===== config.mk =====
export PLATFORM = sky130hd
export DESIGN_NAME = cacheline_arbiter
export DESIGN_NICKNAME = d
export VERILOG_FILES = /design/src/rtl/cacheline_arbiter.sv
export SDC_FILE = /design/constraint.sdc
export NUM_CORES = 2
export LEC_CHECK = 0
export ABC_AREA = 1
export CAP_MARGIN = 10
export CORE_AREA = 2 2 539 541
export CTS_CLUSTER_DIAMETER = 30
export CTS_CLUSTER_SIZE = 10
export DETAILED_ROUTE_END_ITERATION = 10
export DIE_AREA = 0 0 541 543
export SYNTH_ARGS = -nofsm -noshare
export SYNTH_HDL_FRONTEND = slang
export SYNTH_SLANG_ARGS = --single-unit

===== constraint.sdc =====
create_clock -name clk -period 2.75 [get_ports clk]
set_input_delay 0.275 -clock clk [delete_from_list [all_inputs] [get_ports clk]]
set_output_delay 0.275 -clock clk [all_outputs]
set_load 0.01 [all_outputs]

===== src/rtl/cacheline_arbiter.sv =====
// Two-port line arbiter: shares one physical-memory line port between I-cache (read) and D-cache (read/write).
// Latency: request sampled at edge t, pmem op from t+1, x_resp one cycle after pmem_resp (minimum 2 cycles).
// Backpressure: requesters hold their request until x_resp; one transaction at a time, round-robin on ties.
//
// Ports:
//   clk, rst                 - clock, synchronous active-high reset
//   i_read/i_address         - I-cache line read request (held until i_resp)
//   i_rdata/i_resp           - returned line and one-cycle completion pulse to I-cache
//   d_read/d_write/d_address/d_wdata - D-cache line read or writeback request (held until d_resp)
//   d_rdata/d_resp           - returned line and one-cycle completion pulse to D-cache
//   pmem_read/pmem_write/pmem_address/pmem_wdata - registered memory request, held for the whole transaction
//   pmem_rdata/pmem_resp     - memory read data and one-cycle completion pulse
module cacheline_arbiter #(
    parameter int LINE_W = 256,
    parameter int ADDR_W = 32
) (
    input  logic              clk,
    input  logic              rst,

    input  logic              i_read,
    input  logic [ADDR_W-1:0] i_address,
    output logic [LINE_W-1:0] i_rdata,
    output logic              i_resp,

    input  logic              d_read,
    input  logic              d_write,
    input  logic [ADDR_W-1:0] d_address,
    input  logic [LINE_W-1:0] d_wdata,
    output logic [LINE_W-1:0] d_rdata,
    output logic              d_resp,

    output logic              pmem_read,
    output logic              pmem_write,
    output logic [ADDR_W-1:0] pmem_address,
    output logic [LINE_W-1:0] pmem_wdata,
    input  logic [LINE_W-1:0] pmem_rdata,
    input  logic              pmem_resp
);

    // Byte-offset bits inside one line; cleared on the memory address.
    localparam logic [ADDR_W-1:0] OFF_MASK = ADDR_W'((LINE_W / 8) - 1);

    typedef enum logic [2:0] {
        IDLE    = 3'd0,
        SERVE_I = 3'd1,
        SERVE_D = 3'd2,
        RESP_I  = 3'd3,
        RESP_D  = 3'd4
    } state_t;

    state_t            state_q, state_d;
    logic              last_d_q, last_d_d;       // 1: D-cache was granted most recently
    logic              pmem_read_q, pmem_read_d;
    logic              pmem_write_q, pmem_write_d;
    logic [ADDR_W-1:0] pmem_address_q, pmem_address_d;
    logic [LINE_W-1:0] pmem_wdata_q, pmem_wdata_d;
    logic [LINE_W-1:0] i_rdata_q, i_rdata_d;
    logic [LINE_W-1:0] d_rdata_q, d_rdata_d;
    logic              i_resp_q, i_resp_d;
    logic              d_resp_q, d_resp_d;

    logic              d_req;
    logic              grant_i;
    logic              grant_d;

    always_comb begin
        state_d        = state_q;
        last_d_d       = last_d_q;
        pmem_read_d    = pmem_read_q;
        pmem_write_d   = pmem_write_q;
        pmem_address_d = pmem_address_q;
        pmem_wdata_d   = pmem_wdata_q;
        i_rdata_d      = i_rdata_q;
        d_rdata_d      = d_rdata_q;
        i_resp_d       = 1'b0;
        d_resp_d       = 1'b0;

        d_req   = d_read | d_write;
        // On a tie the port that was not served last wins.
        grant_d = d_req & (~i_read | ~last_d_q);
        grant_i = i_read & (~d_req | last_d_q);

        unique case (state_q)
            IDLE: begin
                if (grant_d) begin
                    state_d        = SERVE_D;
                    last_d_d       = 1'b1;
                    pmem_address_d = d_address & ~OFF_MASK;
                    // A simultaneous read+write request is executed as a writeback.
                    pmem_write_d   = d_write;
                    pmem_read_d    = ~d_write;
                    pmem_wdata_d   = d_wdata;
                end else if (grant_i) begin
                    state_d        = SERVE_I;
                    last_d_d       = 1'b0;
                    pmem_address_d = i_address & ~OFF_MASK;
                    pmem_write_d   = 1'b0;
                    pmem_read_d    = 1'b1;
                end
            end
            SERVE_I: begin
                if (pmem_resp) begin
                    state_d     = RESP_I;
                    i_rdata_d   = pmem_rdata;
                    i_resp_d    = 1'b1;
                    pmem_read_d = 1'b0;
                    pmem_write_d = 1'b0;
                end
            end
            SERVE_D: begin
                if (pmem_resp) begin
                    state_d = RESP_D;
                    // On a writeback d_rdata keeps the last captured read line.
                    if (pmem_read_q) begin
                        d_rdata_d = pmem_rdata;
                    end
                    d_resp_d     = 1'b1;
                    pmem_read_d  = 1'b0;
                    pmem_write_d = 1'b0;
                end
            end
            // One response cycle, then always pass through IDLE so a request
            // still held during the response cycle is never re-granted.
            RESP_I:  state_d = IDLE;
            RESP_D:  state_d = IDLE;
            default: state_d = IDLE;
        endcase
    end

    always_ff @(posedge clk) begin
        if (rst) begin
            state_q        <= IDLE;
            last_d_q       <= 1'b0;
            pmem_read_q    <= 1'b0;
            pmem_write_q   <= 1'b0;
            pmem_address_q <= '0;
            pmem_wdata_q   <= '0;
            i_rdata_q      <= '0;
            d_rdata_q      <= '0;
            i_resp_q       <= 1'b0;
            d_resp_q       <= 1'b0;
        end else begin
            state_q        <= state_d;
            last_d_q       <= last_d_d;
            pmem_read_q    <= pmem_read_d;
            pmem_write_q   <= pmem_write_d;
            pmem_address_q <= pmem_address_d;
            pmem_wdata_q   <= pmem_wdata_d;
            i_rdata_q      <= i_rdata_d;
            d_rdata_q      <= d_rdata_d;
            i_resp_q       <= i_resp_d;
            d_resp_q       <= d_resp_d;
        end
    end

    assign pmem_read    = pmem_read_q;
    assign pmem_write   = pmem_write_q;
    assign pmem_address = pmem_address_q;
    assign pmem_wdata   = pmem_wdata_q;
    assign i_rdata      = i_rdata_q;
    assign d_rdata      = d_rdata_q;
    assign i_resp       = i_resp_q;
    assign d_resp       = d_resp_q;

endmodule


Yosys cells after proc, flatten, opt, wreduce, memory -nomap -nowiden
Index checks and enable logic that the tools add are counted.
{ "totals": {"reg_bits": 808, "out_inout_bits": 804, "wordCells": 55} }
{ "op_classes": {"eq_ne": 6, "mux": 16, "bitwise_logic": 11, "n_reduce_logical": 12} }
{ "op_table": {"columns": ["op", "n"], "rows": [
  ["$mux 32", 2],
  ["$mux 3", 4],
  ["$pmux 3 s3", 1],
  ["$reduce_and 3->1", 3],
  ["$mux 1", 7],
  ["$not 1->1", 6],
  ["$reduce_and 2->1", 3],
  ["$reduce_or 2->1", 3],
  ["$ne 2x2->1 const B", 2],
  ["$pmux 1 s2", 2],
  ["$reduce_bool 2->1", 2],
  ["$eq 3x1->1 const B", 1],
  ["$eq 3x2->1 const B", 1],
  ["$logic_not 3->1", 1],
  ["$ne 3x3->1 const B", 1],
  ["$or 1x1->1", 3],
  ["$and 1x1->1", 2],
  ["$ne 2x1->1 const B", 1]
]} }

Logic depth before layout (Yosys ltp)
{ "depth": {"depth_word": 7, "mapped_depth": 8, "mapped_depth_nobuf": 8} }

Worst setup path before layout
OpenSTA, ideal clock, no wires.
{ "synth_timing": {"path_type": "flip-flop to flip-flop", "startpoint": "register state_q[0]", "endpoint": "register pmem_address_q[10] (netlist: pmem_address[10])", "setup_ps": 117, "arrival_time_ps": 1212, "required_time_ps": 2633, "slack_ps": 1421, "stages_incl_launch_ff": 8, "n_path_buf": 1, "period_less_slack_ps": 1329, "cell_sequence": "dfxtp_1 > nor2_2 > nand2_1 > nor2_2 > buf_2 > nand2_1 > a21oi_1 > nor2_1"} }
{ "synth_via": {"elab_chain_cells": 2} }
{ "synth_lines": {"columns": ["item", "line", "source"], "rows": [
  ["start: declaration", "51", "state_t state_q, state_d;"],
  ["start signal: assignment", "143", "state_q <= state_d;"],
  ["$logic_not 3->1", "83", "unique case (state_q)"],
  ["$reduce_and 2->1 (no source line)", null, null],
  ["end signal: assignment", "147", "pmem_address_q <= pmem_address_d;"],
  ["end: declaration", "55", "logic [ADDR_W-1:0] pmem_address_q, pmem_address_d;"]
]} }
Every way passes these cells.
A chain may end at the register's enable or synchronous reset.

Worst setup path after layout
{ "layout_timing": {"startpoint": "register d_rdata_q[128] (netlist: d_rdata[128])", "endpoint": "output port d_rdata[128]"} }
{ "layout_lines": {"columns": ["item", "line", "source"], "rows": [
  ["start: declaration", "58", "logic [LINE_W-1:0] d_rdata_q, d_rdata_d;"],
  ["start signal: assignment", "150", "d_rdata_q <= d_rdata_d;"],
  ["end: declaration", "29", "output logic [LINE_W-1:0] d_rdata,"]
]} }
No word-level cell between the ends.

==> results.yml <==
placement:
  place_worst_setup_slack_ns: 0.379
  numPortBuffers: 1370
  dp.cells: 8542
  gp_congestion: 0.905
  hpwl_um: 200000
critical_path:
  rrSetupSlack_ns: 0.63
  reg2reg_from: "state_q[0]$_SDFFE_PP0P_"
  crit_required_ns: 2.48
  worstPathArrival_ns: 2.21
  cp-start-kind: "register"
  r2r_end: "d_rdata[126]$_SDFFE_PP0P_"
  crit_type: "reg -> out"
  slowest_stage: "clkdlybuf4s50_1"
  slowest_delay_ns: 0.93
  critPathBufInv: 1
  cp_max_fo: 2
  end_kind: "output pin"
  critPathTopFamily: "buffers and inverters"
  ff2ff_path_depth: 7
  crit_path_cell_trace: "clkdlybuf4s50_1"
clocking:
  cts.repair.resized: 0
  cts.root.buffer_cell: "clkbuf_16"
  cts_buffer_depth: 4
  cts_setup_buffers: 0
  clock_latency_ns: 0.87
  numCtsBuffers: 225
  clock-sinks: 803
  cts_hold_buf: 323
  clk_pin_slew_worst_paths_ns: 0.05
  htreeDepth: 4
  cts_tree: "done"
cells_and_area:
  final_common_cell: "clkdlybuf4s50_1"
  fillCellCount: 31700
  regArea_um2: 16100
  syn2layout_area_growth_pct: 103
  fin_util_pct: 20.3
  multiInputGateArea_um2: 10200
  drive_gt1_share_pct: 8.96
  nets: 5893
  fin_cells: 9334
  layout_common_cells: "clkdlybuf4s50_1, dfxtp_1, o21ai_0, nor2_1, a21oi_1"
pwr:
  ir_drop_mv: 0.526
  p_per_area_nw_per_um2: 1070
  fin_total_pwr_w: 0.0623
  p_leak_nw: 21.4
drt:
  ant_nets: 0
  wl_per_cell_um: 25.9
  drt-pass1-iter-count: 6
  drc: 0
  viasPerCell: 3.54
  drtIter0Drc: 2373
  wirelength_um: 241000
  vias: 33100
synthesis:
  ys_seq_elements: 803
  ys_async_sr_fraction_pct: 0
  synth_area_leaders: "dfxtp_1, o21ai_0, a21oi_1"
  synth_cell_types: 25
  syn_avg_cell_area_um2: 7.99
  syn_area_um2: 28700
  syn_inst: 3597
  synth_top_flop_cell: "dfxtp_1"
  yosysSeqAreaShare_pct: 55.9
  synth_area_leader_cell: "dfxtp_1"
  synth_warnings: 0
  synth-edff-count: 0
  synth_top_area_share_pct: 55.9
floorplan:
  core_um2: 287000
  fp.dieH_um: 543
  start_util_pct: 10.0
  dieArea_um2: 294000
  die_w_um: 541
  io_pins: 1386
  rows: 197
worst_hold_path:
  timing.hold.worst_endpoint: "i_rdata[11]$_SDFFE_PP0P_"
  hp-start: "pmem_rdata[11]"
  min_delay_path_depth: 3
  worstHoldPathType: "in -> reg"
global_route:
  grt_start_max_net_pins: 161
  grt_pass1_wl_um: 307000
  grt_use_met1_pct: 18.3
  grt_antenna_before_repair: 170
  use_met3_pct: 10.5
  met2_usage_pct: 22.3
  grt_pass1_vias: 32000
  busiest_layer: "met2"
  gr-total-overflow: 0
  gr-usage-all-layers_pct: 15.7
timing:
  finalCritPeriodShare_pct: 90.3
  worstMarginPinSlew_ns: 1.02
  rsz0062_at_grt: "no"
  drv_slew: 0
  fin_ws_ns: 0.266
  fin_crit_ns: 2.48
  setup_tns_ns: 0
  relSlewSlack_pct: 31.9
  finalHoldViolCount: 0
  max_freq_ghz: 0.403
  setup_viol_count_final: 0
  skew_ns: 0.0693
job:
  drv_cap: 0
outcome:
  status: "finished clean"
synth_stat cells, types with 2 or more instances:
| library cell | number |
|---|---|
| clkbuf_1 | 105 |
| buf_1 | 2 |
| o21ai_1 | 6 |
| buf_6 | 5 |
| a21oi_1 | 543 |
| nand2_1 | 296 |
| dfxtp_1 | 803 |
| nor3_1 | 3 |
| nor2_4 | 2 |
| o21ai_0 | 562 |
| clkbuf_2 | 2 |
| clkbuf_4 | 2 |
| inv_2 | 4 |
| buf_2 | 144 |
| inv_1 | 262 |
| nor2_1 | 547 |
| nand3_1 | 259 |
| nor2_2 | 2 |
| buf_4 | 42 |
power by group:
group	switching (W)	internal, W
clock network	0.00836	0.0196
logic	0.0112	0.00745
registers	0.00138	0.0143
total	0.0209	0.0413
cell families (layout without fill, tap and decap cells):
family / count (synthesis) / in the layout / share of synthesized area, %
buf+inv: 568 / 2460 / 8.76
simple gates: 1114 / 1114 / 15.9
flops: 803 / 803 / 55.9
compound gates: 1111 / 1111 / 19.4
other cells: 1 / 65 / 0.0131
stage by stage:
stage               hold slack [ns]  cell area [um2]
floorplan                     0.410            28700
global placement              0.431            46800
detailed placement            0.433            46800
CTS                       0.0000460            58200
global route                 0.0208            58200
finish                       0.0539            58300
final cells by class:
cell class              count  share of cell area (%)
diodes                     60                   0.258
clock buffers             303                    11.0
clock inverters           106                    2.92
inverters                 266                    1.75
multi-input cells        2230                    17.4
flip-flops and latches    803                    27.6
well taps                3781                    8.11
repair buffers           1785                    30.9
state kept, by name, indices dropped and copies added (netlist names):
register,flops
pmem_write,1
pmem_wdata,256
last_d_q,1
pmem_address,27
pmem_read,1
i_rdata,256
i_resp,1
d_resp,1
d_rdata,256
state_q,3
worst max-delay path by stage:
stage | start | end | slack (ns) | cells after the start
2_1_floorplan | state_q[0]$_SDFFE_PP0P_ | pmem_address[10]$_SDFFE_PP0P_ | 1.42 | 7
3_3_place_gp | pmem_resp | d_rdata[7]$_SDFFE_PP0P_ | 0.40 | 5
3_5_place_dp | pmem_resp | d_rdata[7]$_SDFFE_PP0P_ | 0.38 | 5
4_1_cts | d_rdata[128]$_SDFFE_PP0P_ | d_rdata[128] | 0.13 | 1
5_1_grt | d_rdata[128]$_SDFFE_PP0P_ | d_rdata[128] | 0.17 | 1
6_report | d_rdata[128]$_SDFFE_PP0P_ | d_rdata[128] | 0.27 | 1
layer usage:
layer,share of wire [%],vias up
met4,3.9,92
met3,16,481
li1,-,15400
met1,40,15400
met2,40,1725
met5,0.24,-
No activity file was read; power rests on OpenSTA's default activity.
